[src/rtl/serial_adder_ctrl.sv]
// serial_adder_ctrl: bit-serial W-bit adder that time-shares one half adder,
// using two passes per bit, with valid/ready handshakes on input and output.
module half_adder (
  input  logic a,
  input  logic b,
  output logic s,
  output logic c
);
  assign s = a ^ b;
  assign c = a & b;
endmodule

module serial_adder_ctrl #(
  parameter int W = 8
) (
  input  logic         clk,
  input  logic         rst_n,
  input  logic         in_valid,
  output logic         in_ready,
  input  logic [W-1:0] op_a,
  input  logic [W-1:0] op_b,
  input  logic         abort,
  output logic         out_valid,
  input  logic         out_ready,
  output logic [W-1:0] sum,
  output logic         carry_out
);
  localparam int IW = W > 1 ? $clog2(W) : 1;
  typedef enum logic [1:0] {IDLE, PASS1, PASS2, DONE} state_t;
  state_t state_q, state_d;
  logic [W-1:0] a_q, a_d, b_q, b_d, sum_q, sum_d;
  logic [IW-1:0] idx_q, idx_d;
  logic cy_q, cy_d, s1_q, s1_d, c1_q, c1_d, pre_q, pre_d;
  logic ha_a, ha_b, ha_s, ha_c;
  half_adder u_ha (.a(ha_a), .b(ha_b), .s(ha_s), .c(ha_c));
  assign in_ready  = state_q == IDLE && !abort;
  assign out_valid = state_q == DONE;
  assign sum       = out_valid ? sum_q : '0;
  assign carry_out = out_valid & cy_q;
  always_comb begin
    ha_a = state_q == PASS1 ? a_q[idx_q] : state_q == PASS2 ? s1_q : 1'b0;
    ha_b = state_q == PASS1 ? b_q[idx_q] : state_q == PASS2 ? cy_q : 1'b0;
  end
  // pre_q holds PASS1 for one extra cycle after accept so bit i starts PASS1 at edge k+1+2i
  always_comb begin
    state_d = state_q;
    a_d     = a_q;
    b_d     = b_q;
    sum_d   = sum_q;
    idx_d   = idx_q;
    cy_d    = cy_q;
    s1_d    = s1_q;
    c1_d    = c1_q;
    pre_d   = pre_q;
    case (state_q)
      IDLE: if (in_valid && in_ready) begin
        a_d     = op_a;
        b_d     = op_b;
        idx_d   = '0;
        cy_d    = 1'b0;
        sum_d   = '0;
        pre_d   = 1'b1;
        state_d = PASS1;
      end
      PASS1: begin
        s1_d    = ha_s;
        c1_d    = ha_c;
        pre_d   = 1'b0;
        state_d = abort ? IDLE : pre_q ? PASS1 : PASS2;
      end
      PASS2: begin
        sum_d[idx_q] = ha_s;
        cy_d         = c1_q | ha_c;
        if (abort) state_d = IDLE;
        else if (idx_q == IW'(W - 1)) state_d = DONE;
        else begin
          idx_d   = idx_q + 1'b1;
          state_d = PASS1;
        end
      end
      DONE: state_d = out_ready || abort ? IDLE : DONE;
      default: state_d = IDLE;
    endcase
  end
  always_ff @(posedge clk or negedge rst_n) begin
    if (!rst_n) begin
      state_q <= IDLE;
      a_q     <= '0;
      b_q     <= '0;
      sum_q   <= '0;
      idx_q   <= '0;
      cy_q    <= 1'b0;
      s1_q    <= 1'b0;
      c1_q    <= 1'b0;
      pre_q   <= 1'b0;
    end else begin
      state_q <= state_d;
      a_q     <= a_d;
      b_q     <= b_d;
      sum_q   <= sum_d;
      idx_q   <= idx_d;
      cy_q    <= cy_d;
      s1_q    <= s1_d;
      c1_q    <= c1_d;
      pre_q   <= pre_d;
    end
  end
endmodule

[config.mk]
export PLATFORM = sky130hd
export DESIGN_NAME = serial_adder_ctrl
export DESIGN_NICKNAME = d
export VERILOG_FILES = /design/src/rtl/serial_adder_ctrl.sv
export SDC_FILE = /design/constraint.sdc
export NUM_CORES = 1
export LEC_CHECK = 0
export ABC_CLOCK_PERIOD_IN_PS = 2510
export BUFFER_PORTS_ARGS = -buffer_cell sky130_fd_sc_hd__buf_2
export CAP_MARGIN = 20
export CELL_PAD_IN_SITES_DETAIL_PLACEMENT = 1
export CELL_PAD_IN_SITES_GLOBAL_PLACEMENT = 2
export CORE_MARGIN = 2
export CORE_UTILIZATION = 33
export CTS_CLUSTER_DIAMETER = 50
export DETAILED_ROUTE_END_ITERATION = 8
export PLACE_DENSITY_LB_ADDON = 0.08
export RECOVER_POWER = 25
export SYNTH_ARGS = -nofsm -noshare
export SYNTH_HDL_FRONTEND = slang
export SYNTH_SLANG_ARGS = --single-unit
[constraint.sdc]
create_clock -name clk -period 2.51 [get_ports clk]
set_clock_uncertainty 0.05 [all_clocks]
set_input_delay 0.1255 -clock clk [delete_from_list [all_inputs] [get_ports clk]]
set_output_delay 0.1255 -clock clk [all_outputs]
set_load 0.01 [all_outputs]
* Word level (Yosys, flattened, before mapping)
Index checks and enable logic that the tools add are counted.
Word-level totals: register bits 33, latch bits 0, bits in writable memories 0, bits in read-only memories 0, output and inout bits 11, memories 0
Operators by class: add/subtract/negate cells 1, $mul 0, div/mod/pow operators 0, magnitude comparators 2, equality and inequality tests 7, shift operators 0, mux-type cells 29, bitwise operators 4, reduce and logical (&&, ||, !) cells 12
Operator list (count):
- $mux 8 | 2
- $pmux 8 s2 | 1
- $mux 2 | 6
- $mux 1 | 9
- $mux 3 | 3
- $bwmux 8 | 1
- $pmux 2 s4 | 1
- $bmux 1 s3 | 2
- $pmux 3 s2 | 1
- $reduce_and 2->1 | 3
- $eq 2x2->1 const B | 2
- $lt 3x4->1 const B | 1
- $ne 2x2->1 const B | 2
- $pmux 1 s2 | 2
- $reduce_and 4->1 | 1
- $reduce_bool 2->1 | 2
- $add 3x1->3 const B | 1
- $demux 1 s3 | 1
- $eq 3x3->1 const B | 1
- $ge 3x1->1 const B | 1
- $logic_and 1x1->1 | 3
- $and 1x1->1 | 2
- $eq 2x1->1 const B | 1
- $logic_not 2->1 | 1
- 5 further kinds | 5

* Longest topological paths before layout
Gate-level depths: netlist of run 1.
depth in word-level cells 6, mapped depth 9, mapped depth without buffers 8

* Cells and area by module
Synthesis of run 1 repeated with hierarchy kept, for this count alone.
Unflattened totals: cell total of the unflattened synthesis 151, area total of the unflattened synthesis 1701.6 um2
By module, submodules not included:
- serial_adder_ctrl | times used 1, cells an instance 150, area an instance 1689.1 um2, sequential area each 825.8 um2
- half_adder | times used 1, cells an instance 1, area an instance 12.5 um2, sequential area each 0.0 um2

* Worst setup path after synthesis of run 1
No wires, ideal clock.
path type register -> register, start register idx_q[0], end register sum_q[6], setup time 122 ps, arrival time 1915 ps, setup slack 423 ps, stages on the path, launching flop included 9, buffers on the path 1, cell sequence dfrtp_1 > buf_2 > mux4_2 > mux2i_1 > o21ai_0 > ha_1 > nand2_1 > nor2_1 > a32o_1
On the way: longest elaborated chain between the ends 6, elaborated cells on any way between the ends 14
RTL lines:
- from (decl) | RTL line 32 | logic [IW-1:0] idx_q, idx_d;
- from (signal assigned) | RTL line 101 | idx_q <= idx_d;
- $bmux 1 s3, on equally long branches | RTL line 41, 42
- $mux 1, on equally long branches (2 in a row) | RTL line 41, 42
- $xor 1x1->1 * | RTL line 9 | assign s = a ^ b;
- named net ha_s | RTL line 34 | logic ha_a, ha_b, ha_s, ha_c;
- $bwmux 8 * | RTL line 72 | sum_d[idx_q] = ha_s;
- $pmux 8 s2 * | RTL line 55 | case (state_q)
- to (signal assigned) | RTL line 100 | sum_q <= sum_d;
- to (decl) | RTL line 31 | logic [W-1:0] a_q, a_d, b_q, b_d, sum_q, sum_d;
Mark *: on every way through the listed nets, which the timed path passes. The rest lies on a longest branch. The select of a mux whose other input is x is not followed. A chain may end at the register's enable or synchronous reset.

* Worst setup path after layout of run 1
start register idx_q[0], end register sum_q[0]
The elaborated chain is that of the path after synthesis.

==> metrics.txt, run 1 <==
Final Wtd Congestion 0.758; syn_nets 213; fin crit period between 2000 and 2500 ps; Finished Layout Cells roughly 300; Layout Utilization 0.436; status complete, no violations; worst-margin pin slew 770 ps; # diodes 0; H-tree levels 2; Clk Latency, worst-skew pair 290 ps; setup slack, reg-to-reg 250 ps; CTS Buffer Depth 2; area share of the largest cell type after synthesis 0.480; Async SR Flop Fraction 1.00; Syn Inst Count 189; FP Rows 26; pin count of the biggest net entering global routing 34; Pleak around 1.1 nW; Yosys reg bits 33; clock buffer count from CTS 5; R2R depth 7; switch share 0.305; RSZ-0062 raised after global routing false; Worst path depth 7; cell with the most instances after synthesis nand2_1; initial antenna violation count 0; first-pass GRT wire length around 7900 um; internal power 1.02 mW; Setup Viol. Count Final 0; Worst EP arrival 2420 ps; Initial DRC Count slightly below 60; Top FF cell, synth dfrtp_1; critical path peak fanout 9; Yosys top cell by area dfrtp_1; Worst Path Buf+Inv 0; share of post-route cells with drive strength above 1 0.238; # DRC 0; Max-cap violations 0; core box area about 5100 um2; CP cell instances mux4_2, mux2i_1, o21ai_0, ha_1, nand2_1, nor2_1, a22o_1; sequential share of the synthesized area 0.480; worst reg2reg startpoint idx_q[0]$_DFFE_PN0P_; Nets between 200 and 300; gr ovfl total 0; Synth area leaders dfrtp_1, nand2_1, o21ai_0, and3_1, mux2_2; CP endpoint sum_q[0]$_DFFE_PN0P_; CTS tree done; clock sink count 33; Clock Power Share 0.276; Pre-antenna DRT Iters 4; Worst Setup Start Kind flip-flop; CP delay by family, top multiplexers; worst-case hold slack about 10 ps; WL met3 about 140 um; setup TNS 0 ps; Via Count between 1500 and 2000; DP Wirelength around 3300 um; placed insts 285; Metal-1 WL roughly 2100 um; slowest CP cell mux4_2; Avg WL per Cell around 15 um; Setup CP Type flip-flop to flip-flop; routed vias/inst 4.92; EDFF count, synth 0; Tot GR Track Use 0.170; Met2 Wirelength ~2300 um; Crit. End Element flip-flop; Slew Viols, Final 0; Post-synth top cells nand2_1, dfrtp_1, o21ai_0; Routed Antenna Nets 0; Crit Reg-Reg Endpoint sum_q[0]$_DFFE_PN0P_; CP max stage delay around 540 ps; port bufs 31; die height 76.2 um; Final Hold Fails 0; Die X around 76 um; Ys Warns 0; Max VDD drop 278 uV; Initial Util 0.339; CTS root buf clkbuf_8; Logic pwr share 0.237; Max-slew headroom 0.487; WL final between 4000 and 5000 um; clock slew at reported path FFs approximately 70 ps; Syn-to-layout area delta 28.7%; Hold Path Class primary input to flip-flop; f_max between 0.4 and 0.5 GHz; I/O Pins 32; die area 5810 um2; Pwr Density roughly 660 nW/um2; Top Metal Used met4; Worst EP required roughly 2700 ps; vias in the first global route 1613; Synth Area per Inst 9.10 um2; Seq pwr share 0.487; Final period util 0.899; Worst Setup SP idx_q[0]$_DFFE_PN0P_; Mapped Area around 1700 um2; Yosys cell types 33; Switch Pwr about 450 uW
## power by group through the flow
| stage | Sequential, mW | Clock, mW | Combinational [mW] |
|---|---|---|---|
| floorplan | 0.677 | 0 | 0.257 |
| global placement | 0.723 | 0 | 0.315 |
| detailed placement | 0.725 | 0 | 0.332 |
| CTS | 0.715 | 0.426 | 0.355 |
| global route | 0.729 | 0.440 | 0.395 |
| finish | 0.713 | 0.404 | 0.347 |
## sequential cells by signal (all words and copies together) (netlist names)
register,count
s1_q,1
b_q,8
a_q,8
c1_q,1
sum_q,8
cy_q,1
idx_q,3
pre_q,1
state_q,2
## worst min-delay path, delay by kind of cell
family,cells,cell delay (ps)
AND/OR/NAND/NOR,2,100
buffers and inverters,1,80
## cell usage in the layout, fill, tap and decap left out, types with 2 or more instances in the layout
master / instances
nand2_1: 60
dfrtp_1: 32
buf_2: 31
dlygate4sd3_1: 17
o21ai_0: 12
nor2_1: 9
a21oi_1: 9
and3_1: 9
buf_4: 8
clkbuf_8: 6
mux2_2: 5
nand2b_1: 4
mux2i_1: 3
nor2b_1: 3
nor3_1: 3
a22o_1: 3
o21ai_1: 3
ha_1: 3
mux4_2: 2
a32o_1: 2
## cells by family (layout without fill, tap and decap cells)
| family | after synthesis | count (layout) | synth area share |
|---|---|---|---|
| mux | 10 | 10 | 0.0764 |
| simple gates | 96 | 96 | 0.264 |
| flops | 33 | 33 | 0.480 |
| compound gates | 33 | 33 | 0.116 |
| buf+inv | 14 | 64 | 0.0414 |
| fa+ha+maj | 3 | 3 | 0.0218 |
## area by class of cell
| type | instances | area [um2] |
|---|---|---|
| fillers | 608 | 2860 |
| flip-flops and latches | 33 | 827 |
| multi-input cells | 142 | 823 |
| repair buffers | 56 | 385 |
| well taps | 70 | 87.6 |
| clock buffers | 7 | 86.3 |
| inverters | 1 | 3.75 |
## metal layers
| layer | vias to the layer above | GRT usage |
|---|---|---|
| li1 | 741 | - |
| met4 | 0 | 0.0600 |
| met1 | 745 | 0.203 |
| met2 | 27 | 0.303 |
| met5 | - | 0 |
| met3 | 6 | 0.0355 |
## how the worst min path moves through the flow
stage / endpoint / cells past startpoint / from
6_report: a_q[5]$_DFFE_PN0P_ / 3 / op_a[5]
3_5_place_dp: sum_q[0]$_DFFE_PN0P_ / 1 / rst_n
2_1_floorplan: a_q[0]$_DFFE_PN0P_ / 0 / rst_n
3_3_place_gp: sum_q[2]$_DFFE_PN0P_ / 1 / rst_n
4_1_cts: a_q[5]$_DFFE_PN0P_ / 3 / op_a[5]
5_1_grt: a_q[5]$_DFFE_PN0P_ / 3 / op_a[5]
## per-stage QoR
step	power, mW	setup WS [ps]	area (um2)
2_1_floorplan	0.934	423	1720
3_3_place_gp	1.04	279	1960
3_5_place_dp	1.06	176	1960
4_1_cts	1.49	116	2210
5_1_grt	1.56	130	2210
6_report	1.46	253	2210
## repair_timing
item	CTS	global route
hold endpoints to repair	49	0
hold buffers	17	0
resized for setup	0	1
buffers inserted	0	0
setup endpoints to repair	0	2
No activity file was read; power rests on OpenSTA's default activity.
==> inputs of run 2 (changes only) <==
--- a/config.mk
+++ b/config.mk
@@ -11,11 +11,12 @@
 export CELL_PAD_IN_SITES_DETAIL_PLACEMENT = 1
 export CELL_PAD_IN_SITES_GLOBAL_PLACEMENT = 2
 export CORE_MARGIN = 2
-export CORE_UTILIZATION = 33
+export CORE_UTILIZATION = 35
 export CTS_CLUSTER_DIAMETER = 50
 export DETAILED_ROUTE_END_ITERATION = 8
 export PLACE_DENSITY_LB_ADDON = 0.08
 export RECOVER_POWER = 25
 export SYNTH_ARGS = -nofsm -noshare
 export SYNTH_HDL_FRONTEND = slang
+export SYNTH_HIERARCHICAL = 1
 export SYNTH_SLANG_ARGS = --single-unit
==> metrics.txt, run 2 <==
status finished, violations left; failing checks capacitance limit, slew limit; Finished Layout Cells 244 (-21%); Max-slew headroom -0.172 (-0.658); setup bufs post-CTS 0 (unchanged); worst reg2reg startpoint idx_q[0]$_DFFE_PN0P_; Via Count 1238 (-18%); area share of the largest cell type after synthesis 0.485 (+0.00529); die height 73.7 um (-3.3%); vias in the first global route 1251 (-22%); Pwr Density 864 nW/um2 (+31%); clock buffer count from CTS 5 (unchanged); DP Wirelength 2700 um (-18%); Final Hold Fails 0 (unchanged); Syn Inst Count 151 (-20%); Worst EP arrival 2430 ps (about the same); Async SR Flop Fraction 1.00 (unchanged); fill cell count 543 (-11%); f_max 0.434 GHz (-2.0%); syn_nets 175 (-18%); biggest regs a_q x8, b_q x8, sum_q x8; Max VDD drop 353 uV (+27%); Worst Setup Start Kind flip-flop; placed insts 234 (-18%); Clk Latency, worst-skew pair 280 ps (about the same); Clock Power Share 0.220 (-0.056); Slew Viols, Final 34 (+34); Hold Path Class primary input to flip-flop; routed vias/inst 5.07 (+3.2%); FP Rows 25 (-3.8%); Avg WL per Cell 15.1 um (+0.92%); internal power 1.18 mW (+17%); commonest non-fill, non-tap cell in the layout dfrtp_1; Seq pwr share 0.459 (-0.028); post-route setup slack 208 ps (-45.6 ps); Worst EP required 2640 ps (-40 ps); slowest CP cell mux4_2; pin count of the biggest net entering global routing 34 (unchanged); worst-margin pin slew 1760 ps (+987 ps); Tot GR Track Use 0.152 (-0.0181); Worst path depth 6 (-1); Initial DRC Count 53 (-8.6%); Synth area leaders dfrtp_1, mux2_2, mux2_4, nand2_1, mux2i_1; die area 5440 um2 (-6.4%); cell with the most instances after synthesis dfrtp_1; fin crit period 2300 ps (+45.6 ps); clock slew at reported path FFs 70 ps (about the same); core box area 4690 um2 (-7.5%); RSZ-0062 raised after global routing false; critical path peak fanout 12 (+3); Final Wtd Congestion 0.822 (+8.4%); CP delay by family, top compound AO/OA/AOI/OAI gates; Final period util 0.917 (+0.0182); Worst Path Buf+Inv 1 (+1); Mapped Area 1700 um2 (-1.1%); pre-CTS setup slack -22.4 ps (-199 ps); CP endpoint sum_q[6]$_DFFE_PN0P_; Worst Setup SP idx_q[0]$_DFFE_PN0P_; CP cell instances mux4_2, o21ai_0, o22ai_1, ha_1, inv_1, o41ai_1; # DRC 0 (unchanged); switch share 0.325 (+0.0199); Setup Viol. Count Final 0 (unchanged); R2R depth 6 (-1); Nets 213 (-19%); CP max stage delay 520 ps (-20 ps); port bufs 31 (unchanged); Crit. End Element flip-flop; Post-synth top cells dfrtp_1, nand2_1, mux2_2, o21ai_0, and3_1; Syn-to-layout area delta 19.3%; Crit Reg-Reg Endpoint sum_q[6]$_DFFE_PN0P_; Pleak 0.996 nW (-11%); Setup CP Type flip-flop to flip-flop; WL final 3690 um (-20%); Max-cap violations 1 (+1); CTS root buf clkbuf_8; # diodes 0 (unchanged); gr ovfl total 0 (unchanged); Ys Warns 6 (+6); H-tree levels 2 (unchanged); clock sink count 33 (unchanged); CTS Buffer Depth 2 (unchanged); Yosys cell types 35 (+6.1%); Pre-antenna DRT Iters 4 (unchanged); share of post-route cells with drive strength above 1 0.363 (+0.125); initial antenna violation count 0 (unchanged); EDFF count, synth 0 (unchanged); setup slack, reg-to-reg 210 ps (-50 ps); sequential share of the synthesized area 0.485 (+0.00529); Top FF cell, synth dfrtp_1; Synth Area per Inst 11.3 um2 (+24%); most frequent cells in the layout dfrtp_1, buf_2, nand2_1; Yosys top cell by area dfrtp_1; CTS tree done; Die X 73.7 um (-3.3%); Yosys reg bits 33 (unchanged); Initial Util 0.363 (+0.0237); Routed Antenna Nets 0 (unchanged); first-pass GRT wire length 6190 um (-21%); I/O Pins 32 (unchanged); Switch Pwr 571 uW (+28%); Logic pwr share 0.321 (+0.084)
-- run 2: changes by cell type after synthesis, sizes merged, moves of 5 or more --
cell   previous run  this run
o21ai            15        10
nand2            61        20
mux2              5        19
a21oi             9         2
-- run 2: cell families after synthesis --
logic type               synth area share
adder cells (fa/ha/maj)            0.0221
flip-flops                          0.485
AO/OA/AOI/OAI                      0.0809
AND/OR/NAND/NOR                     0.183
multiplexers                        0.192
buffers and inverters              0.0368
-- run 2: metrics by stage --
stage	total power, mW	setup TNS (ps)	instance area [um2]	hold slack (ps)	util
after detailed placement	1.38	-22.4	1920	188	0.410
after floorplan	1.21	0	1700	-220	-
final	1.76	0	2030	20.4	0.433
after global routing	1.89	0	2030	4.04	0.433
after CTS	1.78	0	2030	10.5	0.432
after global placement	1.35	0	1920	172	0.410
-- run 2: routing by layer --
layer	track usage	wire length (um)	vias to the layer above	share of wire
met1	0.201	1690	594	0.46
li1	-	-	615	-
met5	0	0	-	0
met4	0.0545	51	0	0.014
met2	0.238	1810	24	0.49
met3	0.0412	143	5	0.039
-- run 2: layout make-up --
cell class | instances | area (um2) | area share
Clock buffer | 6 | 72.6 | 0.0357
Sequential cell | 33 | 827 | 0.407
Clock inverter | 2 | 10.0 | 0.00493
Tap cell | 54 | 67.6 | 0.0333
Multi-Input combinational cell | 106 | 820 | 0.404
Timing Repair Buffer | 39 | 219 | 0.108
Inverter | 4 | 15.0 | 0.00739
-- run 2: worst min path at each step --
stage | start | to | slack [ps] | depth (start not counted)
detailed placement | rst_n | sum_q[1]$_DFFE_PN0P_ | 190 | 1
global route | op_b[4] | b_q[4]$_DFFE_PN0P_ | 4 | 2
floorplan | rst_n | a_q[0]$_DFFE_PN0P_ | -220 | 0
global placement | rst_n | sum_q[5]$_DFFE_PN0P_ | 170 | 1
CTS | op_b[6] | b_q[6]$_DFFE_PN0P_ | 10 | 2
finish | op_b[7] | b_q[7]$_DFFE_PN0P_ | 20 | 2
-- run 2: repair_timing --
action | in CTS | in global routing
hold buffers | 2 | 0
resized for setup | 1 | 2
pin swaps | 0 | 0
endpoints found under the setup margin | 1 | 2
hold endpoints to repair | 34 | 0
-- run 2: power by group through the flow --
stage               clock network (mW)  registers, mW  logic, mW
floorplan                            0          0.768      0.438
global placement                     0          0.816      0.539
detailed placement                   0          0.820      0.558
CTS                              0.402          0.811      0.563
global route                     0.428          0.829      0.632
finish                           0.386          0.805      0.564
